--- config.mk ---
export PLATFORM = sky130hd
export DESIGN_NAME = spiral_wipe_gen
export DESIGN_NICKNAME = d
export VERILOG_FILES = /design/src/rtl/spiral_wipe_gen.sv
export SDC_FILE = /design/constraint.sdc
export NUM_CORES = 1
export LEC_CHECK = 0
export ABC_AREA = 0
export BUFFER_PORTS_ARGS = -buffer_cell sky130_fd_sc_hd__buf_2
export CORE_ASPECT_RATIO = 1.25
export CORE_MARGIN = 2
export CORE_UTILIZATION = 30
export DETAILED_ROUTE_END_ITERATION = 7
export SLEW_MARGIN = 15
export SYNTH_ARGS = -nofsm -noshare
export SYNTH_HDL_FRONTEND = slang
export SYNTH_SLANG_ARGS = --single-unit
--- constraint.sdc ---
create_clock -name clock -period 5.9 [get_ports clock]
set_clock_uncertainty 0.2 [all_clocks]
set_input_delay 0.885 -clock clock [delete_from_list [all_inputs] [get_ports clock]]
set_output_delay 0.885 -clock clock [all_outputs]
set_load 0.02 [all_outputs]
--- src/rtl/spiral_wipe_gen.sv ---
// ---------------------------------------------------------------------------
// spiral_wipe_gen
//
// Walks every pixel of a WIDTH x HEIGHT frame exactly once, in a rectangular
// spiral from (0,0) toward the centre, and presents each pixel to a plotter
// over a valid/ready handshake (plot / plot_ready).
//
// Optional build macro: SPIRAL_RING_STRIPE_EN
//   defined   : colour alternates between the latched colour and its bitwise
//               inverse on each successive ring, giving concentric stripes.
//   undefined : every pixel carries the latched colour.
//
// Ports
//   clock       in   system clock, rising edge
//   reset       in   asynchronous active-low reset
//   start       in   begin a wipe (honoured in IDLE or DONE only)
//   ccw         in   direction, latched at start: 0 clockwise, 1 counter-cw
//   colour_in   in   wipe colour, latched at start
//   abort       in   cancel the running wipe (wins over a same-cycle transfer)
//   plot_ready  in   plotter accepts the presented pixel
//   plot        out  x_out/y_out/colour_out valid
//   x_out       out  pixel x
//   y_out       out  pixel y
//   colour_out  out  pixel colour
//   busy        out  high while the wipe runs
//   done        out  high after the last pixel, until next start or reset
// ---------------------------------------------------------------------------
module spiral_wipe_gen #(
    parameter int unsigned WIDTH   = 320,
    parameter int unsigned HEIGHT  = 240,
    parameter int unsigned XW      = 9,
    parameter int unsigned YW      = 9,
    parameter int unsigned COLOR_W = 3
) (
    input  logic               clock,
    input  logic               reset,
    input  logic               start,
    input  logic               ccw,
    input  logic [COLOR_W-1:0] colour_in,
    input  logic               abort,
    input  logic               plot_ready,
    output logic               plot,
    output logic [XW-1:0]      x_out,
    output logic [YW-1:0]      y_out,
    output logic [COLOR_W-1:0] colour_out,
    output logic               busy,
    output logic               done
);

    localparam int unsigned NPIX = WIDTH * HEIGHT;
    localparam int unsigned CNTW = $clog2(NPIX + 1);

    localparam logic [XW-1:0]   X_LAST   = XW'(WIDTH - 1);
    localparam logic [YW-1:0]   Y_LAST   = YW'(HEIGHT - 1);
    localparam logic [CNTW-1:0] CNT_LAST = CNTW'(NPIX - 1);

    typedef enum logic [1:0] {StIdle, StRun, StDone} state_e;
    typedef enum logic [1:0] {DirRight, DirDown, DirLeft, DirUp} dir_e;

    state_e r_state;
    state_e w_state_nxt;

    dir_e               r_dir;
    logic               r_ccw;
    logic [COLOR_W-1:0] r_colour;
    logic [XW-1:0]      r_x, r_xmin, r_xmax;
    logic [YW-1:0]      r_y, r_ymin, r_ymax;
    logic [CNTW-1:0]    r_count;

    dir_e               w_dir_nxt;
    logic [XW-1:0]      w_x_nxt, w_xmin_nxt, w_xmax_nxt;
    logic [YW-1:0]      w_y_nxt, w_ymin_nxt, w_ymax_nxt;

    logic w_load;
    logic w_accept;
    logic w_last;
    logic w_step;

    assign w_load   = (r_state != StRun) && start;
    // abort takes priority: a pixel offered in an aborting cycle is not consumed
    assign w_accept = (r_state == StRun) && plot_ready && !abort;
    assign w_last   = (r_count == CNT_LAST);
    assign w_step   = w_accept && !w_last;

    // ---------------- FSM: state register ----------------
    always_ff @(posedge clock or negedge reset) begin
        if (!reset) begin
            r_state <= StIdle;
        end else begin
            r_state <= w_state_nxt;
        end
    end

    // ---------------- FSM: next state ----------------
    always_comb begin
        w_state_nxt = r_state;
        unique case (r_state)
            StIdle, StDone: begin
                if (start) begin
                    w_state_nxt = StRun;
                end
            end
            StRun: begin
                if (abort) begin
                    w_state_nxt = StIdle;
                end else if (plot_ready && w_last) begin
                    w_state_nxt = StDone;
                end
            end
            default: w_state_nxt = StIdle;
        endcase
    end

    // ---------------- FSM: outputs ----------------
    always_comb begin
        plot = 1'b0;
        busy = 1'b0;
        done = 1'b0;
        unique case (r_state)
            StRun:   begin plot = 1'b1; busy = 1'b1; end
            StDone:  done = 1'b1;
            default: ;
        endcase
    end

    // ---------------- spiral stepping ----------------
    // At a leg end the completed edge is retired and the walker moves one
    // pixel in the new direction, which always lands inside the shrunken box
    // because the count check stops us before the box can become empty.
    always_comb begin
        w_dir_nxt  = r_dir;
        w_x_nxt    = r_x;
        w_y_nxt    = r_y;
        w_xmin_nxt = r_xmin;
        w_xmax_nxt = r_xmax;
        w_ymin_nxt = r_ymin;
        w_ymax_nxt = r_ymax;
        unique case (r_dir)
            DirRight: begin
                if (r_x == r_xmax) begin
                    if (!r_ccw) begin
                        w_ymin_nxt = r_ymin + YW'(1);
                        w_dir_nxt  = DirDown;
                        w_y_nxt    = r_y + YW'(1);
                    end else begin
                        w_ymax_nxt = r_ymax - YW'(1);
                        w_dir_nxt  = DirUp;
                        w_y_nxt    = r_y - YW'(1);
                    end
                end else begin
                    w_x_nxt = r_x + XW'(1);
                end
            end
            DirDown: begin
                if (r_y == r_ymax) begin
                    if (!r_ccw) begin
                        w_xmax_nxt = r_xmax - XW'(1);
                        w_dir_nxt  = DirLeft;
                        w_x_nxt    = r_x - XW'(1);
                    end else begin
                        w_xmin_nxt = r_xmin + XW'(1);
                        w_dir_nxt  = DirRight;
                        w_x_nxt    = r_x + XW'(1);
                    end
                end else begin
                    w_y_nxt = r_y + YW'(1);
                end
            end
            DirLeft: begin
                if (r_x == r_xmin) begin
                    if (!r_ccw) begin
                        w_ymax_nxt = r_ymax - YW'(1);
                        w_dir_nxt  = DirUp;
                        w_y_nxt    = r_y - YW'(1);
                    end else begin
                        w_ymin_nxt = r_ymin + YW'(1);
                        w_dir_nxt  = DirDown;
                        w_y_nxt    = r_y + YW'(1);
                    end
                end else begin
                    w_x_nxt = r_x - XW'(1);
                end
            end
            DirUp: begin
                if (r_y == r_ymin) begin
                    if (!r_ccw) begin
                        w_xmin_nxt = r_xmin + XW'(1);
                        w_dir_nxt  = DirRight;
                        w_x_nxt    = r_x + XW'(1);
                    end else begin
                        w_xmax_nxt = r_xmax - XW'(1);
                        w_dir_nxt  = DirLeft;
                        w_x_nxt    = r_x - XW'(1);
                    end
                end else begin
                    w_y_nxt = r_y - YW'(1);
                end
            end
            default: ;
        endcase
    end

    // ---------------- datapath registers ----------------
    always_ff @(posedge clock or negedge reset) begin
        if (!reset) begin
            r_dir    <= DirRight;
            r_ccw    <= 1'b0;
            r_colour <= '0;
            r_x      <= '0;
            r_y      <= '0;
            r_xmin   <= '0;
            r_ymin   <= '0;
            r_xmax   <= X_LAST;
            r_ymax   <= Y_LAST;
            r_count  <= '0;
        end else if (w_load) begin
            r_dir    <= ccw ? DirDown : DirRight;
            r_ccw    <= ccw;
            r_colour <= colour_in;
            r_x      <= '0;
            r_y      <= '0;
            r_xmin   <= '0;
            r_ymin   <= '0;
            r_xmax   <= X_LAST;
            r_ymax   <= Y_LAST;
            r_count  <= '0;
        end else begin
            if (w_accept) begin
                r_count <= r_count + CNTW'(1);
            end
            if (w_step) begin
                r_dir  <= w_dir_nxt;
                r_x    <= w_x_nxt;
                r_y    <= w_y_nxt;
                r_xmin <= w_xmin_nxt;
                r_xmax <= w_xmax_nxt;
                r_ymin <= w_ymin_nxt;
                r_ymax <= w_ymax_nxt;
            end
        end
    end

    assign x_out = r_x;
    assign y_out = r_y;

`ifdef SPIRAL_RING_STRIPE_EN
    // Only the ring parity matters for the stripe, so a one-bit counter.
    // A new ring begins when the leading edge of the cycle (xmin for cw,
    // ymin for ccw) is retired.
    logic r_ring_odd;
    logic w_ring_inc;

    assign w_ring_inc = w_step &&
                        ((!r_ccw && (r_dir == DirUp)   && (r_y == r_ymin)) ||
                         ( r_ccw && (r_dir == DirLeft) && (r_x == r_xmin)));

    always_ff @(posedge clock or negedge reset) begin
        if (!reset) begin
            r_ring_odd <= 1'b0;
        end else if (w_load) begin
            r_ring_odd <= 1'b0;
        end else if (w_ring_inc) begin
            r_ring_odd <= ~r_ring_odd;
        end
    end

    assign colour_out = r_ring_odd ? ~r_colour : r_colour;
`else
    assign colour_out = r_colour;
`endif

endmodule

# Word level (Yosys, flattened, before mapping)
# Index checks and enable logic that the tools add are counted.
# word_totals
n_memories	0
rom_bits	0
elab_cells	137
latchBits	0
ff_bits	79
ram_bits	0
inputBits	9
output_inout_bits	24
# classes
n_mul	0
n_eq_ne	29
addsub	9
n_bitwise	0
shift	0
reduce_logical	22
mux	66
order_cmp	0
n_div	0
# op_table
op	n
$mux W9	40
$pmux W9 S2	4
$pmux W9 S4	2
$ne A3 B3 Y1 const B	16
$add A9 B1 Y9 const B	4
$eq A9 B9 Y1	4
$sub A9 B1 Y9 const B	4
$mux W17	2
$mux W2	13
$reduce_and A6 Y1	4
$add A17 B1 Y17 const B	1
$eq A17 B17 Y1 const B	1
$reduce_and A5 Y1	3
$pmux W2 S4	1
$eq A2 B2 Y1 const B	3
$reduce_bool A3 Y1	2
$logic_and A1 B1 Y1	5
$eq A2 B1 Y1 const B	2
$logic_not A2 Y1	2
$pmux W2 S2	1
$reduce_bool A2 Y1	2
$mux W1	3
$ne A3 B2 Y1 const B	1
$logic_not A1 Y1	2
4 further kinds	4

# Logic depth before layout (Yosys ltp)
# Gate-level depths: netlist (run 1).
# logic_depth
depth_word	6
ltp_mapped	9
mapped_depth_nobuf	7

# Worst setup path before layout (run 1)
# Ideal clock, no wire load.
# synth_path
path_kind	input -> register
start	in plot_ready
end	reg r_xmin[7]
setup_time_ps	78
required_time_ps	5622
path_slack_ps	3170
t_arrival_ps	2452
cell_stages	7
path_buffers	1
cell_sequence	nor4bb_1 buf_2 nand2_1 nor2_2 o211ai_2 or4_1 a21oi_1
# synth_via
elab_chain_len	5
# synth_lines
item	line	source
start: declaration	41	input logic plot_ready,
$logic_and A1 B1 Y1 (2 in series)	81	assign w_accept = (r_state == StRun) && plot_ready && !abort;
$logic_and A1 B1 Y1	83	assign w_step = w_accept && !w_last;
$reduce_bool A2 Y1 (no line)	-	
$reduce_and A6 Y1 (no line)	-	
end signal: assignment	235	r_xmin <= w_xmin_nxt;
end: declaration	66	logic [XW-1:0] r_x, r_xmin, r_xmax;
# No other way between the ends.
# A chain may end at the register's enable or synchronous reset.

# Worst setup path after layout (run 1)
# layout_path
start	in start
end	reg r_y[5] (netlist: y_out[5])
# layout_via
elab_chain_len	3
word_cells_on_any_way	8
cone_classes	eq/ne: 4; mux: 1; reduce/logical: 3
# layout_lines
item	line	source
start: declaration	37	input logic start,
$logic_and A1 B1 Y1 *	79	assign w_load = (r_state != StRun) && start;
$ne A3 B3 Y1 (no line) or $reduce_bool A2 Y1 (tied branches)	-	
$reduce_and A5 Y1 (no line)	-	
end signal: assignment	234	r_y <= w_y_nxt;
end: declaration	67	logic [YW-1:0] r_y, r_ymin, r_ymax;
# Every way passes the cells marked *; elsewhere a longest branch is shown, timed or not.

==> results of run 1 <==
-- synthesized netlist by cell type (all sizes together) (17+ instances only) --
cell type	n	share of area (%)
a21oi	22	2.2
nand4	20	2.5
clkbuf	19	1.4
nor2	48	3.8
xnor2	41	7.2
inv	21	1.6
dfrtp	65	32
xor2	20	3.5
nand2	64	4.7
o21ai	22	2.2
mux2i	17	3.4
-- power breakdown --
group / internal, uW / switching (uW)
clock network: 371 / 227
registers: 579 / 100
logic: 164 / 261
total: 1110 / 588
-- routing by layer --
| layer | GRT usage (%) | up-vias | share of wire (%) |
|---|---|---|---|
| met5 | 0 | - | 0 |
| met4 | 5.99 | 0 | 1.7 |
| met3 | 1.72 | 18 | 1.9 |
| met2 | 26.0 | 46 | 52 |
| met1 | 17.6 | 2129 | 45 |
| li1 | - | 2049 | - |
-- registers in the layout, summed over array words and instances (netlist names) --
register    flops
x_out           9
r_count        17
y_out           9
r_state         2
r_ccw           1
r_dir           2
r_ymin          9
r_ymax          9
colour_out      3
r_xmax          9
r_xmin          9
-- critical path, delay by kind of cell --
kind,cells,cell delay [ns]
and+or+nand+nor,2,0.90
AOI/OAI and AO/OA,2,0.81
buffers and inverters,2,0.52
-- metrics by stage --
step | utilization, % | total power [uW]
6_report | 34.2 | 1700
5_1_grt | 34.2 | 1800
4_1_cts | 34.2 | 1720
3_5_place_dp | 32.3 | 1110
3_3_place_gp | 32.3 | 1100
2_1_floorplan | - | 983
-- path summary, 6_finish.rpt --
check,start,endpoint,cells past startpoint
worst min-delay path,colour_out[2],colour_out[2],2
worst max-delay path,start,y_out[5],6
min in group asynchronous,reset,x_out[2],1
worst max register to register,r_state[0],y_out[5],6
max in group asynchronous,reset,y_out[4],1
worst min register to register,colour_out[2],colour_out[2],2
-- cell usage in the layout (no fill, tap or decap), drive strengths merged, types with 17 or more instances in the layout --
| cell | Yosys | routed |
|---|---|---|
| inv | 21 | 21 |
| nand4 | 20 | 20 |
| xnor2 | 41 | 41 |
| o21ai | 22 | 22 |
| dfrtp | 65 | 65 |
| buf | 12 | 35 |
| a21oi | 22 | 22 |
| nand2 | 64 | 64 |
| mux2i | 17 | 17 |
| nor2 | 48 | 48 |
| xor2 | 20 | 20 |
-- kinds of logic after synthesis --
logic type      count (synthesis)  synth area share, %
fa+ha+maj                       9                 2.22
buf+inv                        52                 4.27
mux                            17                 3.36
xor+xnor                       61                 10.7
simple gates                  238                 25.4
flops                          79                 39.3
compound gates                104                 14.8
-- area by class of cell --
class                           count  area, um2
Tap cell                          220        275
Fill cell                        1731      11000
Inverter                           21       78.8
Timing Repair Buffer               35        185
Sequential cell                    79       1990
Clock buffer                       11        233
Clock inverter                      5       82.6
Multi-Input combinational cell    429       2870
==> metrics.md, run 1 <==
| Metric | Value |
|---|---|
| RSZ-0062 raised after global routing | no |
| WP data arrival | 3.13 ns |
| Period utilization | 51.9% |
| RePlAce Congestion | 0.789 |
| Drt total wl | 12.6 mm |
| Final net count | 593 |
| TritonCTS clock tree | yes |
| Worst EP required | 5.97 ns |
| Via count | 4242 |
| IO buf count | 32 |
| Register area share after synthesis | 39.3% |
| Slew Viols, Final | 0 |
| Total gr overflow | 0 |
| Synth Area per Inst | 9.05 um2 |
| Ys flop type | dfrtp_1 |
| Clk pin slew, worst setup/hold paths | 0.06 ns |
| Pwr dens | 298 nW/um2 |
| Placed cells | 784 |
| Initial antenna violation count | 0 |
| Final hold vios | 0 |
| Starting Density | 30.3% |
| Library cells used by synthesis | 70 |
| Post-synth EDFFs | 0 |
| Slew headroom | 32.2% |
| Die W | 120 um |
| R2R Setup Slk | 2.88 ns |
| Post-Syn Instances | 560 |
| CP cell instances | buf_2 -> nand2_1 -> buf_4 -> a221oi_4 -> or4b_1 -> a21oi_1 |
| Critical Path Source Type | input port |
| Yosys reg bits | 79 |
| Row Count | 53 |
| Min-Delay Path Class | flip-flop to flip-flop |
| H-tree depth | 3 |
| Proportion of layout cells with a drive suffix above 1 | 14.0% |
| Hpwl dp | 8.79 mm |
| Die ar. | 18000 um2 |
| Vias in the first global route | 4289 |
| Dpl cell area | 5400 um2 |
| CP max stage cell | a221oi_4 |
| F_max | 326 MHz |
| CTS buffer count | 9 |
| Cell area after layout | 5710 um2 |
| Antenna viol nets, final | 0 |
| Final setup TNS | 0 ns |
| Clock tree buffer depth | 2 |
| WS Path Type | input port to flip-flop |
| Pre-CTS setup slack | 2.49 ns |
| Global-route usage over all layers | 14.5% |
| Max cap viols | 0 |
| Initial drt markers | 276 |
| Pleak | 0.00243 uW |
| Largest stage delay, worst path | 0.66 ns |
| Mapped Nets | 578 |
| Largest net degree at the start of global routing | 80 |
| Setup bufs post-CTS | 0 |
| DIE HEIGHT | 149 um |
| Final WS setup | 2.84 ns |
| Clock period minus worst slack | 3.06 ns |
| Post-synth ARST share | 100% |
| Inserted Diodes | 0 |
| Hold_buf cts | 0 |
| Clock sink count | 79 |
| Final setup fails | 0 |
| Area Growth Syn to Fin | 12.7% |
| Routed length per instance | 15.7 um |
| Mapped cell area | 5070 um2 |
| DR DRC count | 0 |
| Worst-skew pair later-pin latency | 0.34 ns |
| Worst Max-Slew Pin Slew | 1.02 ns |
| Detailed Routing Iterations Pass 1 | 5 |
| CORE AREA | 16700 um2 |
| Vias per inst | 5.30 |
| Resize count post-CTS | 0 |
| Post-route insts no fill | 800 |
| Status | complete, no violations |
| First-pass GRT wire length | 21.3 mm |
| Peak supply drop | 0.000155 V |
| Yosys warnings | 0 |
| Hold WS | 0.279 ns |
| Critical Path Fanout Max | 29 |
| IO Count | 33 |
| Clk root buf | clkbuf_16 |
| Worst Setup End Kind | flip-flop |
(Power assumes the default switching activity.)
==> run 2: changes to the inputs <==
==> constraint.sdc (replaced) <==
create_clock -name clock -period 2.9 [get_ports clock]
set_clock_uncertainty 0.2 [all_clocks]
set_input_delay 0.435 -clock clock [delete_from_list [all_inputs] [get_ports clock]]
set_output_delay 0.435 -clock clock [all_outputs]
set_load 0.02 [all_outputs]
==> run 2 against run 1 <==
  * Critical path depth unchanged
  * Die area did not move
  * Sequential cell count stayed put
  * Count of clock-buffer cells in the layout down 2
  * Sequential share of layout area shrank 0.70 points
  * Utilization rose by 0.70 points
  * Setup slack got worse by 2.7 ns
  * Final cell count up 1.9%
  * Non-clock buffer count grew 15
  * Clock power rose by 99%
  * First-iteration DRC count is 5.4% higher
  * Power is 110% higher
==> metrics.md, run 2 (synthesis results as in run 1) <==
| Metric | Value |
|---|---|
| Row Count | 53 |
| CTS buffer count | 9 |
| CP cell instances | xor2_1 -> nor4_1 -> and3_1 -> o21ai_1 -> or4_1 -> mux2i_1 |
| GRT met1 Usage | 19.0% |
| Reg with most FFs | r_count |
| Drt total wl | 12.9 mm |
| Final hold vios | 0 |
| IO buf count | 32 |
| Max reg flops | 17 |
| Starting Density | 30.3% |
| Worst Setup End Kind | flip-flop |
| Peak supply drop | 0.000274 V |
| GRT busiest layer | met2 |
| Via count | 4327 |
| Pwr dens | 600 nW/um2 |
| H-tree depth | 3 |
| Reg-to-Reg End | r_ymax[5] |
| Met3 Track Usage GR | 1.57% |
| Final setup fails | 0 |
| WS Path Type | flip-flop to flip-flop |
| Largest net degree at the start of global routing | 75 |
| Slew Viols, Final | 0 |
| RSZ-0062 raised after global routing | no |
| Crit Reg-Reg Startpoint | x_out[5] |
| Critical Path Fanout Max | 12 |
| Inserted Diodes | 0 |
| Final net count | 608 |
| GR met2 Demand/Resource | 25.3% |
| Clock tree buffer depth | 2 |
| DIE HEIGHT | 149 um |
| CP max stage cell | or4_1 |
| Max cap viols | 0 |
| Sw Ratio | 36.1% |
| Worst EP required | 2.96 ns |
| Total gr overflow | 0 |
| Status | complete, no violations |
| Clock sink count | 79 |
| Logic pwr share | 27.6% |
| Area Growth Syn to Fin | 15.1% |
| DR DRC count | 0 |
| Sequential cell area | 1990 um2 |
| Worst r2r path cells | 6 |
| First-pass GRT wire length | 21.6 mm |
| Antenna viol nets, final | 0 |
| Hpwl dp | 9.12 mm |
| Worst-skew pair later-pin latency | 0.34 ns |
| Final setup TNS | 0 ns |
| Die ar. | 18000 um2 |
| F_max | 365 MHz |
| Final core occ | 34.9% |
| Sw Pwr | 1260 uW |
| Area of the multi-input gates | 2880 um2 |
| Clock period minus worst slack | 2.74 ns |
| Period utilization | 94.4% |
| Initial drt markers | 291 |
| WP data arrival | 2.80 ns |
| R2R Setup Slk | 0.16 ns |
| Proportion of layout cells with a drive suffix above 1 | 16.8% |
| Min-Delay Path Class | input port to async pin |
| Largest stage delay, worst path | 0.59 ns |
| Critical Path Source Type | flip-flop |
| RePlAce Congestion | 0.878 |
| Global-route usage over all layers | 14.8% |
| Die W | 120 um |
| Reg power frac | 38.3% |
| CORE AREA | 16700 um2 |
| TritonCTS clock tree | yes |
| Vias per inst | 5.31 |
| Worst Max-Slew Pin Slew | 0.982 ns |
| IO Count | 33 |
| Clock power frac | 34.1% |
| Detailed Routing Iterations Pass 1 | 4 |
| Hold WS | 0.0483 ns |
| Slew headroom | 34.5% |
| Hold_buf cts | 0 |
| Clk pin slew, worst setup/hold paths | 0.06 ns |
| Int Pwr | 2230 uW |
| Vias in the first global route | 4239 |
| Commonest non-fill, non-tap cell in the layout | dfrtp_1 |
| Fill count | 1698 |
| Routed length per instance | 15.8 um |
| Most frequent cells in the layout | 65 x dfrtp_1, 64 x nand2_1, 45 x nor2_1 |
| Clk root buf | clkbuf_16 |
| Pleak | 0.00252 uW |
| Initial antenna violation count | 0 |
run 2: cell type report:
type / instances / area share (%)
clock inverter: 7 / 1.46
inverter: 21 / 1.35
timing repair buffer: 50 / 5.11
clock buffer: 9 / 3.86
tap: 220 / 4.72
multi-input combinational: 429 / 49.3
sequential: 79 / 34.2
run 2: worst max-delay path, delay by kind of cell, from the launching register on:
| kind | cells | cell delay [ns] |
|---|---|---|
| xor gates and xnor gates | 1 | 0.20 |
| AOI/OAI and AO/OA | 1 | 0.28 |
| muxes | 1 | 0.19 |
| and+or+nand+nor | 3 | 1.28 |
| DFF | 1 | 0.51 |
run 2: how the worst max path moves through the flow:
stage	startpoint	endpoint	slack (ns)	cells past startpoint
after global placement	y_out[2]	x_out[7]	0.19	6
after global routing	y_out[2]	r_xmin[8]	0.01	6
after CTS	y_out[2]	x_out[2]	0.12	6
after detailed placement	y_out[2]	x_out[7]	0.17	6
final	x_out[5]	r_ymax[5]	0.16	6
after floorplan	x_out[4]	y_out[4]	0.42	8
run 2: power by group through the flow:
stage	clock (uW)	sequential [uW]	combinational, uW
2_1_floorplan	0	1350	650
3_3_place_gp	0	1360	942
3_5_place_dp	0	1360	968
4_1_cts	1230	1340	973
5_1_grt	1290	1360	1070
6_report	1190	1340	965
run 2: repair_timing:
action	4_1_cts	5_1_grt
buffers inserted	0	0
resized for setup	0	2
endpoints found under the setup margin	0	4
run 2: through the flow:
step	total power [uW]	area, um2	instances	setup slack, ns
2_1_floorplan	2000	5070	560	0.416
3_3_place_gp	2300	5510	799	0.190
3_5_place_dp	2330	5510	799	0.168
4_1_cts	3550	5820	815	0.115
5_1_grt	3710	5830	815	0.0106
6_report	3500	5830	815	0.162
run 2: routing by layer:
| layer | up-vias | wire, um |
|---|---|---|
| met5 | - | 0 |
| li1 | 2070 | - |
| met1 | 2150 | 5710 |
| met2 | 87 | 6490 |
| met3 | 20 | 370 |
| met4 | 0 | 322 |
==> run 3: changes to the inputs <==
--- a/config.mk
+++ b/config.mk
@@ -7,7 +7,6 @@
 export LEC_CHECK = 0
 export ABC_AREA = 0
 export BUFFER_PORTS_ARGS = -buffer_cell sky130_fd_sc_hd__buf_2
-export CORE_ASPECT_RATIO = 1.25
 export CORE_MARGIN = 2
 export CORE_UTILIZATION = 30
 export DETAILED_ROUTE_END_ITERATION = 7
==> run 3 against run 2 <==
  * Largest cell class unchanged
  * Via count up 0.60%
  * Final cell count unchanged
  * Critical path type unchanged
  * Highest routed layer unchanged
  * Setup slack better by 0.060 ns
==> metrics.md, run 3 (synthesis results as in run 1) <==
| Metric | Value |
|---|---|
| Status | complete, no violations |
| Inserted Diodes | 0 |
| Setup bufs post-CTS | 0 |
| CTS buffer count | 9 |
| CP max stage cell | or4_1 |
| Die W | 134 um |
| Vias in the first global route | 4320 |
| Clock period minus worst slack | 2.68 ns |
| F_max | 373 MHz |
| Int Pwr | 2470 uW |
| Max reg flops | 17 |
| Proportion of layout cells with a drive suffix above 1 | 16.6% |
| Row Count | 47 |
| Clock sink count | 79 |
| Worst Max-Slew Pin Slew | 0.938 ns |
| Clk root buf | clkbuf_16 |
| R2R Setup Slk | 0.22 ns |
| Pleak | 0.00255 uW |
| Period utilization | 92.3% |
| Initial drt markers | 205 |
| Initial antenna violation count | 0 |
| Placed cells | 799 |
| Global-route usage over all layers | 15.0% |
| Cell area after layout | 5880 um2 |
| Area of the multi-input gates | 2870 um2 |
| Peak supply drop | 0.000405 V |
| Min-Delay Path Class | input port to async pin |
| Drt total wl | 12.7 mm |
| Worst-skew pair later-pin latency | 0.35 ns |
| Fill count | 1676 |
| IO buf count | 32 |
| Clock tree buffer depth | 2 |
| Final setup TNS | 0 ns |
| Final core occ | 35.6% |
| Pwr dens | 629 nW/um2 |
| DIE HEIGHT | 134 um |
| WS Path Type | flip-flop to flip-flop |
| Reg power frac | 36.5% |
| Total gr overflow | 0 |
| Detailed Routing Iterations Pass 1 | 5 |
| CP cell instances | xor2_1 -> nor4_1 -> and3_1 -> o21ai_1 -> or4_1 -> mux2i_1 |
| TritonCTS clock tree | yes |
| Final hold vios | 0 |
| Vias per inst | 5.34 |
| DR DRC count | 0 |
| Antenna viol nets, final | 0 |
| Reg with most FFs | r_count |
| Dpl cell area | 5510 um2 |
| Sw Pwr | 1220 uW |
| CORE AREA | 16500 um2 |
| Clock power frac | 37.7% |
| Most frequent cells in the layout | 65 x dfrtp_1, 64 x nand2_1, 45 x nor2_1 |
| Clk pin slew, worst setup/hold paths | 0.06 ns |
| Slew headroom | 37.5% |
| Worst EP required | 2.98 ns |
| IO Count | 33 |
| Commonest non-fill, non-tap cell in the layout | dfrtp_1 |
| Starting Density | 30.7% |
| Sequential cell area | 1990 um2 |
| Largest stage delay, worst path | 0.57 ns |
| RSZ-0062 raised after global routing | no |
| Final setup fails | 0 |
| Hpwl dp | 8.98 mm |
| Max cap viols | 0 |
| Hold WS | 0.0302 ns |
| WP data arrival | 2.75 ns |
| Die ar. | 18000 um2 |
| Final net count | 608 |
| Largest net degree at the start of global routing | 72 |
| Routed length per instance | 15.5 um |
| Critical Path Source Type | flip-flop |
| Sw Ratio | 33.1% |
| Critical Path Fanout Max | 12 |
| Logic pwr share | 25.9% |
| Via count | 4353 |
| RePlAce Congestion | 0.879 |
| Slew Viols, Final | 0 |
| First-pass GRT wire length | 21.6 mm |
| Area Growth Syn to Fin | 15.9% |
| Worst Setup End Kind | flip-flop |
| Post-route insts no fill | 815 |
| H-tree depth | 3 |
[run 3: layer usage]
layer  vias up  part of all wire [%]  track usage (%)
met5         -                     0                0
met4         0                   1.1             4.08
met3        14                   4.8             3.82
met2       100                    47             23.8
met1      2161                    48             20.4
li1       2078                     -                -
[run 3: worst paths after layout]
check                               from             to  depth (start not counted)
setup / recovery                x_out[4]      r_ymax[5]                          6
hold / removal                     reset       x_out[6]                          1
setup reg to reg                x_out[4]      r_ymax[5]                          6
hold reg to reg            colour_out[0]  colour_out[0]                          2
max in group asynchronous          reset      r_ymax[0]                          2
min in group clock          colour_in[0]  colour_out[0]                          3
[run 3: per-stage QoR]
step	power (uW)	setup WS (ns)
after CTS	3720	0.165
after floorplan	2000	0.416
final	3690	0.222
after global placement	2280	0.241
after global routing	3890	0.0683
after detailed placement	2310	0.185
[run 3: what timing repair did]
action / 4_1_cts / 5_1_grt
hold buffers: 0 / 0
resized for setup: 0 / 1
endpoints found under the setup margin: 0 / 2
[run 3: area by class of cell]
class / count / share of cell area, %
Tap cell: 220 / 4.68
Inverter: 21 / 1.34
Clock inverter: 7 / 2.30
Multi-Input combinational cell: 429 / 48.8
Sequential cell: 79 / 33.9
Timing Repair Buffer: 50 / 5.07
Clock buffer: 9 / 3.83
[run 3: critical path, delay by kind of cell, from the launching register on]
family | cells | cell delay, ns
AO/OA/AOI/OAI | 1 | 0.29
multiplexers | 1 | 0.17
flip-flops | 1 | 0.52
XOR/XNOR | 1 | 0.20
AND/OR/NAND/NOR | 3 | 1.23
[run 3: power groups by stage]
stage	clock [uW]	sequential (uW)	combinational (uW)
after CTS	1420	1350	955
after global placement	0	1360	925
after floorplan	0	1350	650
after detailed placement	0	1360	951
final	1390	1350	956
after global routing	1470	1370	1050
